$ cat config.mk
export PLATFORM = sky130hd
export DESIGN_NAME = reg_rr_arbiter
export DESIGN_NICKNAME = d
export VERILOG_FILES = /design/src/rtl/reg_arb_pkg.sv /design/src/rtl/reg_rr_arbiter_rr_pick.sv /design/src/rtl/reg_rr_arbiter.sv
export SDC_FILE = /design/constraint.sdc
export NUM_CORES = 1
export LEC_CHECK = 0
export ABC_AREA = 1
export CORE_AREA = 4 4 121 123
export CTS_BUF_LIST = sky130_fd_sc_hd__clkbuf_2 sky130_fd_sc_hd__clkbuf_4 sky130_fd_sc_hd__clkbuf_8
export CTS_CLUSTER_DIAMETER = 120
export DETAILED_ROUTE_END_ITERATION = 8
export DIE_AREA = 0 0 125 127
export GPL_TIMING_DRIVEN = 0
export PLACE_DENSITY_LB_ADDON = 0.2
export RECOVER_POWER = 50
export SYNTH_ARGS = -nofsm -noshare
export SYNTH_HDL_FRONTEND = slang
export SYNTH_HIERARCHICAL = 1
export SYNTH_SLANG_ARGS = --single-unit
$ cat constraint.sdc
create_clock -name clk_i -period 1.45 [get_ports clk_i]
set_input_delay 0.2175 -clock clk_i [delete_from_list [all_inputs] [get_ports clk_i]]
set_output_delay 0.2175 -clock clk_i [all_outputs]
set_load 0.05 [all_outputs]
$ cat src/rtl/reg_arb_pkg.sv
// Shared types and constants for the round-robin regbus arbiter.
// The watchdog (REG_RR_ARBITER_TIMEOUT_EN) uses DefaultTimeoutCycles.
package reg_arb_pkg;

    typedef enum logic {
        IDLE = 1'b0,
        BUSY = 1'b1
    } arb_state_e;

    localparam int unsigned DefaultTimeoutCycles = 256;

    typedef struct packed {
        logic [31:0] addr;
        logic        write;
        logic [31:0] wdata;
        logic [3:0]  wstrb;
        logic        valid;
    } reg_req_t;

    typedef struct packed {
        logic [31:0] rdata;
        logic        error;
        logic        ready;
    } reg_rsp_t;

endpackage

$ cat src/rtl/reg_rr_arbiter_rr_pick.sv
// Combinational round-robin first-one finder: scans valid_i upward from ptr_i,
// wrapping modulo NumPorts, and reports the first set index.
module rr_pick #(
    parameter int unsigned NumPorts = 2,
    parameter int unsigned IdxWidth = (NumPorts > 1) ? $clog2(NumPorts) : 1
) (
    input  logic [NumPorts-1:0] valid_i,
    input  logic [IdxWidth-1:0] ptr_i,
    output logic [IdxWidth-1:0] idx_o,
    output logic                any_valid_o
);

    logic [IdxWidth-1:0] cand;

    always_comb begin
        idx_o       = '0;
        any_valid_o = 1'b0;
        cand        = ptr_i;
        for (int unsigned i = 0; i < NumPorts; i++) begin
            if (!any_valid_o && valid_i[cand]) begin
                idx_o       = cand;
                any_valid_o = 1'b1;
            end
            // Explicit compare keeps non-power-of-two port counts wrapping correctly.
            cand = (cand == IdxWidth'(NumPorts - 1)) ? '0 : cand + IdxWidth'(1);
        end
    end

endmodule

$ cat src/rtl/reg_rr_arbiter.sv
// Round-robin arbiter sharing one regbus slave among NumPorts requesters; grant is held
// until the slave answers ready. Define REG_RR_ARBITER_TIMEOUT_EN for the hang watchdog.
module reg_rr_arbiter
    import reg_arb_pkg::*;
#(
    parameter int unsigned NumPorts      = 2,
    parameter int unsigned TimeoutCycles = DefaultTimeoutCycles,
    parameter type         req_t         = reg_req_t,
    parameter type         rsp_t         = reg_rsp_t,
    parameter int unsigned IdxWidth      = (NumPorts > 1) ? $clog2(NumPorts) : 1
) (
    input  logic                      clk_i,
    input  logic                      rst_ni,
    input  req_t       [NumPorts-1:0] in_req_i,
    output rsp_t       [NumPorts-1:0] in_rsp_o,
    output req_t                      out_req_o,
    input  rsp_t                      out_rsp_i,
    output logic       [IdxWidth-1:0] gnt_idx_o,
    output logic                      busy_o
`ifdef REG_RR_ARBITER_TIMEOUT_EN
    ,
    output logic                      timeout_o
`endif
);

    arb_state_e          state_q, state_d;
    logic [IdxWidth-1:0] rr_ptr_q, rr_ptr_d;
    logic [IdxWidth-1:0] gnt_q, gnt_d;
    logic [IdxWidth-1:0] gnt_inc;
    logic [NumPorts-1:0] req_valid;
    logic [IdxWidth-1:0] pick_idx;
    logic                pick_any;
    logic                abort;
    logic                done;

    for (genvar k = 0; k < NumPorts; k++) begin : g_valid
        assign req_valid[k] = in_req_i[k].valid;
    end

    rr_pick #(
        .NumPorts (NumPorts),
        .IdxWidth (IdxWidth)
    ) u_rr_pick (
        .valid_i     (req_valid),
        .ptr_i       (rr_ptr_q),
        .idx_o       (pick_idx),
        .any_valid_o (pick_any)
    );

    assign gnt_inc = (gnt_q == IdxWidth'(NumPorts - 1)) ? '0 : gnt_q + IdxWidth'(1);

`ifdef REG_RR_ARBITER_TIMEOUT_EN
    localparam int unsigned CntWidth = $clog2(TimeoutCycles + 1);

    logic [CntWidth-1:0] cnt_q, cnt_d;
    logic                timeout_q, timeout_d;

    assign abort = (state_q == BUSY) && !out_rsp_i.ready &&
                   (cnt_q == CntWidth'(TimeoutCycles - 1));

    // Counter idles at zero, so the first BUSY cycle always sees a cleared count.
    always_comb begin
        cnt_d     = '0;
        timeout_d = timeout_q | abort;
        if (state_q == BUSY && !done) begin
            cnt_d = cnt_q + CntWidth'(1);
        end
    end

    always_ff @(posedge clk_i or negedge rst_ni) begin
        if (!rst_ni) begin
            cnt_q     <= '0;
            timeout_q <= 1'b0;
        end else begin
            cnt_q     <= cnt_d;
            timeout_q <= timeout_d;
        end
    end

    assign timeout_o = timeout_q;
`else
    assign abort = 1'b0;
`endif

    assign done = (state_q == BUSY) && (out_rsp_i.ready || abort);

    always_comb begin
        state_d  = state_q;
        gnt_d    = gnt_q;
        rr_ptr_d = rr_ptr_q;
        unique case (state_q)
            IDLE: begin
                if (pick_any) begin
                    gnt_d   = pick_idx;
                    state_d = BUSY;
                end
            end
            BUSY: begin
                if (done) begin
                    state_d  = IDLE;
                    rr_ptr_d = gnt_inc;
                end
            end
            default: state_d = IDLE;
        endcase
    end

    always_ff @(posedge clk_i or negedge rst_ni) begin
        if (!rst_ni) begin
            state_q  <= IDLE;
            gnt_q    <= '0;
            rr_ptr_q <= '0;
        end else begin
            state_q  <= state_d;
            gnt_q    <= gnt_d;
            rr_ptr_q <= rr_ptr_d;
        end
    end

    // Only the granted port ever sees the slave; everything else reads as zero.
    always_comb begin
        out_req_o = '0;
        in_rsp_o  = '0;
        if (state_q == BUSY) begin
            out_req_o       = in_req_i[gnt_q];
            out_req_o.valid = !abort;
            in_rsp_o[gnt_q] = out_rsp_i;
            if (abort) begin
                in_rsp_o[gnt_q].ready = 1'b1;
                in_rsp_o[gnt_q].error = 1'b1;
                in_rsp_o[gnt_q].rdata = '0;
            end
        end
    end

    assign busy_o    = (state_q == BUSY);
    assign gnt_idx_o = gnt_q;

`ifndef SYNTHESIS
    if (NumPorts < 2) begin : g_bad_ports
        $error("reg_rr_arbiter needs NumPorts >= 2");
    end
    if (TimeoutCycles < 2) begin : g_bad_timeout
        $error("reg_rr_arbiter needs TimeoutCycles >= 2");
    end

    valid_held: assert property (@(posedge clk_i) disable iff (!rst_ni)
        (state_q == BUSY) |-> in_req_i[gnt_q].valid)
        else $error("granted requester dropped valid before ready");
`endif

endmodule
# --- Word-level counts from Yosys, hierarchy flattened ---
# Index checks and enable logic that the tools add are counted.
# W data, S select, Z words.
totals:
  out_inout_bits: 140
  elab_cells: 36
  in_bits: 176
  register_bits: 3
classes:
  n_bitwise: 2
  mux: 19
  n_reduce_logical: 6
  n_lt_le_gt_ge: 4
  addsub: 2
op_table:
  columns: ["cell", "n"]
  rows:
  - ["$mux W70", 3]
  - ["$and A68 B68 Y68", 1]
  - ["$mux W68", 1]
  - ["$demux W34 S1", 1]
  - ["$mux W34", 1]
  - ["$mux W1", 12]
  - ["$lt A1 B2 Y1 const B", 3]
  - ["$reduce_and A2 Y1", 2]
  - ["$logic_and A1 B1 Y1", 3]
  - ["$add A1 B1 Y1 const B", 2]
  - ["$pmux W1 S2", 1]
  - ["$ge A1 B1 Y1 const B", 1]
  - ["$logic_not A1 Y1", 1]
  - ["$not A1 Y1", 1]

# --- Longest topological paths before layout ---
# Gate-level depths: netlist of run 1.
logic_depth:
  depth_word: 8
  ltp_mapped: 6
  mapped_depth_nobuf: 4

# --- Cells and area by module ---
# The synthesis of run 1 kept the hierarchy.
modules_own_cells:
  columns: ["mod", "n_inst", "area_each_um2", "seq_area_each_um2", "cells_each"]
  rows:
  - ["reg_rr_arbiter", 1, 1734.2, 75.1, 363]
  - ["rr_pick", 1, 18.8, 0.0, 4]

# --- Worst setup path after synthesis of run 1 ---
# No wires, ideal clock.
synth_timing:
  path_type: "register to output"
  startpoint: "register state_q, in the netlist busy_o"
  endpoint: "output port in_rsp_o[37] (netlist name)"
  path_buffers: 2
  required_time_ns: 1.233
  t_arrival_ns: 1.773
  path_slack_ns: -0.540
  path_stages_with_launch: 5
  cell_sequence: "dfrtp_1 > buf_4 > nand2_2 > buf_2 > nor2_1"
synth_rtl:
  columns: ["element", "line_no", "text"]
  rows:
  - ["start, declared", "reg_rr_arbiter.sv:26", "arb_state_e state_q, state_d;"]
  - ["start signal, assigned", "reg_rr_arbiter.sv:114", "state_q <= state_d;"]
  - ["end, declared", "reg_rr_arbiter.sv:15", "output rsp_t [NumPorts-1:0] in_rsp_o,"]

==> results of run 1 <==
[area by class of cell]
class                   instances  area, um2  area share, %
inverters                      39      176.4          2.357
clock buffers                   4      48.80         0.6521
plain buffers                  38      544.3          7.273
repair buffers                321       3512          46.93
multi-input cells             288       2899          38.74
well taps                     180      225.2          3.010
flip-flops and latches          3      77.57          1.037
[cell usage in the layout, fill, tap and decap left out]
master / n
nor2_4: 63
a21oi_1: 1
nand2_4: 71
or2_1: 1
clkbuf_16: 5
dlymetal6s2s_1: 2
clkinv_16: 1
nand3_4: 8
nand2_1: 6
nand3_1: 31
dlygate4sd3_1: 1
nand2_8: 1
nand3_2: 101
inv_1: 37
clkbuf_4: 5
clkdlybuf4s50_1: 173
clkbuf_2: 2
buf_6: 66
dfrtp_2: 2
nor2_2: 4
clkinvlp_4: 1
buf_12: 15
clkbuf_8: 3
buf_4: 38
buf_8: 53
dfrtp_1: 1
o21ai_0: 1
[metal layers]
layer	part of all wire, %	routed length, um
met5	0	0
met2	55	8115
met1	36	5256
met4	1.8	267
met3	7.4	1084
[critical path: stages, from the launching register on]
cell and delay (ps):
dfrtp_2 440, buf_12 160, buf_12 140, buf_8 140
nand3_1 110, nand2_4 70, buf_8 150
[through the flow]
stage	power, mW	setup TNS, ps	instances
3_3_place_gp	10.04	-85010	862
3_5_place_dp	10.12	-86730	862
4_1_cts	11.06	-26390	866
6_report	12.25	-20470	873
2_1_floorplan	7.101	-3599	367
5_1_grt	12.78	-26280	873
[cells in the mapped netlist]
cell | n | area, um2
inv_1 | 38 | 142.6
buf_4 | 4 | 30.03
buf_6 | 9 | 101.4
dfrtp_1 | 3 | 75.07
o21ai_0 | 1 | 5.000
nand3_1 | 140 | 700.7
a21oi_1 | 1 | 5.000
inv_4 | 1 | 6.260
or2_1 | 1 | 6.260
nor2_1 | 67 | 251.5
nand2_1 | 75 | 281.5
buf_2 | 24 | 120.1
buf_8 | 1 | 15.01
nand2_2 | 2 | 12.51
[registers in the layout, summed over array words and instances, names as in the netlist]
register,flops
gnt_idx_o,1
busy_o,1
rr_ptr_q,1
[worst max-delay path by stage]
stage               endpoint  slack [ps]  depth (start not counted)
2_1_floorplan   in_rsp_o[37]         -50                          4
3_3_place_gp   out_req_o[37]        -750                          6
3_5_place_dp   out_req_o[65]        -770                          6
4_1_cts        out_req_o[44]        -240                          6
5_1_grt        out_req_o[44]        -230                          6
6_report       out_req_o[44]        -190                          6
[power groups by stage]
| stage | logic [mW] | clock network, mW | registers [mW] |
|---|---|---|---|
| 2_1_floorplan | 6.90 | 0 | 0.203 |
| 3_3_place_gp | 9.89 | 0 | 0.144 |
| 3_5_place_dp | 9.97 | 0 | 0.146 |
| 4_1_cts | 10.7 | 0.263 | 0.150 |
| 5_1_grt | 12.3 | 0.272 | 0.159 |
| 6_report | 11.8 | 0.256 | 0.153 |
[timing repair]
action | 4_1_cts | 5_1_grt
pin swaps | 1 | 1
setup buffers | 0 | 1
endpoints found under the setup margin | 140 | 139
hold endpoints to repair | 0 | 0
gates cloned | 0 | 6
resized for setup | 953 | 197
[kinds of logic after synthesis]
kind of cell           share of synthesized area (%)
AOI/OAI and AO/OA                             0.5705
buffers and inverters                          23.70
DFF                                            4.283
and+or+nand+nor                                71.45
==> flow_metrics.tcl, run 1 <==
set metrics [dict create \
    status "complete, but fails checks" \
    violations "setup timing" \
    r2r-end "gnt_idx_o" \
    cp-startpoint "busy_o" \
    worstSkewPairLatency_ps 210 \
    antenna_found_initial 0 \
    p_clk_share_pct 2.1 \
    drt-pass1-iter-count 4 \
    cts_tree "yes" \
    p_per_area_nw_per_um2 1637 \
    cts_max_level 1 \
    worstSetupPathType "flop to primary output" \
    p_leak_nw 3.158 \
    max_slew_margin_pct 63.90 \
    cts_buffers 3 \
    area_growth_pct 326.9 \
    slew_viol_final 0 \
    numClockSinks 3 \
    use_met3_pct 4.013 \
    holdWs_ps 256.8 \
    synth_area_per_cell_um2 4.776 \
    drt_wl_total_um 14720 \
    yosysWarnings 6 \
    drive_gt1_share_pct 63.35 \
    avgRoutedWirePerCell_um 16.86 \
    fin_area_um2 7483 \
    synthesis.nets 543 \
    clock.fmax_mhz 610.0 \
    net-switching-power_mw 7.313 \
    p_int_mw 4.934 \
    cts_hold_buffers 0 \
    rr_worst_depth 6 \
    drc 0 \
    portBuffers 315 \
    use_met2_pct 31.67 \
    syn_area_um2 1753 \
    critPathLaunchType "flop" \
    via_per_inst 4.289 \
    cp.required_ps 1230 \
    pwr-share-comb_pct 96.7 \
    overflow 0 \
    tightestPinTransition_ps 540.7 \
    fp.dieW_um 125 \
    start_util_pct 12.83 \
    dieArea_um2 15880 \
    core_area_um2 13670 \
    r2r_slack_ps 320 \
    grt_pass1_wl_um 21440 \
    root_buffer "clkbuf_8" \
    fillCellCount 1264 \
    reg2reg_from "busy_o" \
    use_met1_pct 18.16 \
    vdd_ir_drop_max_mv 0.7177 \
    rsz0062_at_grt "true" \
    pre_cts_ws_ps -769.3 \
    gp_congestion 0.9065 \
    swShare_pct 59.71 \
    first_iter_violations 89 \
    layout.nets 870 \
    clock_path_buffers 2 \
    end_kind "primary output" \
    rows 43 \
    synthCells 367 \
    worst_slack_ps -189.2 \
    track_usage_pct 16.41 \
    seq_area_frac_synth_pct 4.283 \
    crit_fanout 10 \
    vias 3744 \
    grt_pass1_vias 3934 \
    seq_power_share_pct 1.3 \
    dieHeight_um 127 \
    busiest_layer "met2" \
    post_dp_cell_area_um2 6350 \
    dp_hpwl_um 11850 \
    synth_cell_types 14 \
    grt_max_degree 11 \
    cap_viol_max_count 0 \
    timing.clock.skew_ps 1.386 \
    diodes 0 \
    path_clk_slew_ps 30 \
    cp.arrival_ps 1420 \
    ios 316 \
    setup_viol_count_final 133 \
    ys_ff_latch 3 \
    hold_violations 0 \
    fin_crit_ps 1639 \
    hold_class "input pin to asynchronous set/reset pin" \
    ant_nets 0 \
    fin_util_pct 54.76 \
    min_period_over_period_pct 113.1 \
]
Note: power is estimated with default switching activity, not from simulation.
==> run 2, diff against run 1 <==
Settings changed: SKIP_LAST_GASP set to 1.
==> run 2 against run 1 <==
The flow still finishes with violations (setup timing). Critical path type unchanged. Via count shrank 0.77%. Count of clock-buffer cells in the layout is the same. Utilization shrank 4.3 points. Non-clock buffer count shrank 2. Highest routed layer unchanged. Fmax shrank 1.3%. Cell count shrank 0.23%.
==> flow_metrics.tcl, run 2 (same netlist as run 1, synthesis figures left out) <==
set metrics [dict create \
    end_kind "primary output" \
    layout.nets 867 \
    fp.dieW_um 125 \
    timing.clock.skew_ps 1.357 \
    placedCellCount 862 \
    via_per_inst 4.265 \
    worstSetupPathType "flop to primary output" \
    final_common_cell "clkdlybuf4s50_1" \
    dp_hpwl_um 11850 \
    root_buffer "clkbuf_8" \
    clock.fmax_mhz 602.3 \
    dieArea_um2 15880 \
    p_int_mw 4.436 \
    numClockSinks 3 \
    avgRoutedWirePerCell_um 16.14 \
    cts_max_level 1 \
    drive_gt1_share_pct 53.77 \
    grt_pass1_wl_um 21330 \
    grt_max_degree 11 \
    power.total_mw 11.38 \
    min_period_over_period_pct 114.5 \
    slew_viol_final 0 \
    setup_viol_count_final 138 \
    hold_violations 0 \
    pwr-share-comb_pct 96.4 \
    drt-pass1-iter-count 4 \
    violations "setup timing" \
    max_slew_margin_pct 62.28 \
    worstSkewPairLatency_ps 210 \
    ant_nets 0 \
    tightestPinTransition_ps 568.1 \
    drc 0 \
    swShare_pct 61.03 \
    first_iter_violations 120 \
    p_leak_nw 2.956 \
    crit_chain "clkdlybuf4s50_1" \
    gp_congestion 0.9065 \
    net-switching-power_mw 6.947 \
    critical-path-slowest-cell "clkdlybuf4s50_1" \
    p_per_area_nw_per_um2 1650 \
    area_growth_pct 293.6 \
    status "complete, but fails checks" \
    cts_tree "yes" \
    path_clk_slew_ps 30 \
    tns_ps -23050 \
    fin_crit_ps 1660 \
    cp.required_ps 1230 \
    cp.arrival_ps 1440 \
    hold_class "input pin to asynchronous set/reset pin" \
    ios 316 \
    start_util_pct 12.83 \
    dieHeight_um 127 \
    cts_buffers 3 \
    drt_wl_total_um 14060 \
    cap_viol_max_count 0 \
    track_usage_pct 16.27 \
    rsz0062_at_grt "true" \
    crit_buf_inv 1 \
    fin_cells 871 \
    max_stage_delay_ps 840 \
    grt_pass1_vias 3961 \
    final_cell_mix "clkdlybuf4s50_1 (176), buf_6 (95), nand3_1 (94)" \
    critPathTopFamily "buffers and inverters" \
    rows 43 \
    portBuffers 315 \
    overflow 0 \
    seq_power_share_pct 1.3 \
    vias 3715 \
    crit_fanout 3 \
    p_clk_share_pct 2.3 \
    worst_slack_ps -210.3 \
    vdd_ir_drop_max_mv 0.6626 \
    core_area_um2 13670 \
    clock_path_buffers 2 \
    antenna_found_initial 1 \
    critPathLaunchType "flop" \
]
-- run 2: changes by cell type in the layout (fill, tap and decap cells not counted), sizes merged --
cell	before	now
nand2	78	77
dlymetal6s2s	2	0
diode	0	1
buf	172	138
clkdlybuf4s15	0	2
dlygate4sd2	0	1
clkbuf	15	43
clkdlybuf4s50	173	176
-- run 2: metrics by stage --
step,util (%),worst slack [ps],instance area [um2],hold WS [ps]
floorplan,-,-53.69,2972,-78.09
global placement,46.47,-753.2,6350,409.4
detailed placement,46.47,-769.3,6350,409.4
CTS,46.29,-241.3,6326,185.9
global route,50.49,-254.7,6899,270.7
finish,50.49,-210.3,6899,256.1
-- run 2: repair_timing --
action,in CTS,in global routing
setup buffers,0,0
cloned,0,4
setup endpoints to repair,140,140
pin swaps,0,0
resized for setup,868,139
hold buffers,0,0
-- run 2: layout make-up --
cell class | count | area, um2
antenna | 1 | 2.502
sequential | 3 | 77.57
clock buffer | 4 | 48.80
fill | 1311 | 6766
timing repair buffer | 319 | 3341
tap | 180 | 225.2
multi-input combinational | 287 | 2532
buffer | 38 | 495.5
inverter | 39 | 176.4
-- run 2: power groups by stage --
stage	Clock, mW	Sequential (mW)	Combinational, mW
floorplan	0	0.203	6.90
detailed placement	0	0.146	9.97
CTS	0.263	0.146	10.2
global placement	0	0.144	9.89
global route	0.272	0.156	11.5
finish	0.256	0.151	11.0
-- run 2: routing by layer --
metal  track usage, %  vias to the layer above  share of wire (%)
met4            4.401                        0                2.1
met2            31.10                      170                 54
met5                0                        -                  0
met3            4.181                       16                7.9
li1                 -                     1830                  -
met1            17.78                     1699                 36
-- run 2: final timing paths --
kind | startpoint | to | slack (ps) | cells after the start
hold / removal | rst_ni | rr_ptr_q | 260 | 1
hold reg to reg | rr_ptr_q | rr_ptr_q | 490 | 2
setup reg to reg | busy_o | gnt_idx_o | 330 | 6
setup / recovery | busy_o | busy_o | -210 | 1
max in group asynchronous | rst_ni | busy_o | 1040 | 1
min in group clk_i | rr_ptr_q | rr_ptr_q | 490 | 2
==> run 3, diff against run 2 <==
Settings changed: GPL_ROUTABILITY_DRIVEN set to 0.
==> results of run 3 <==
Same layout as run 2: the final DEF is identical, and so are final timing and power.
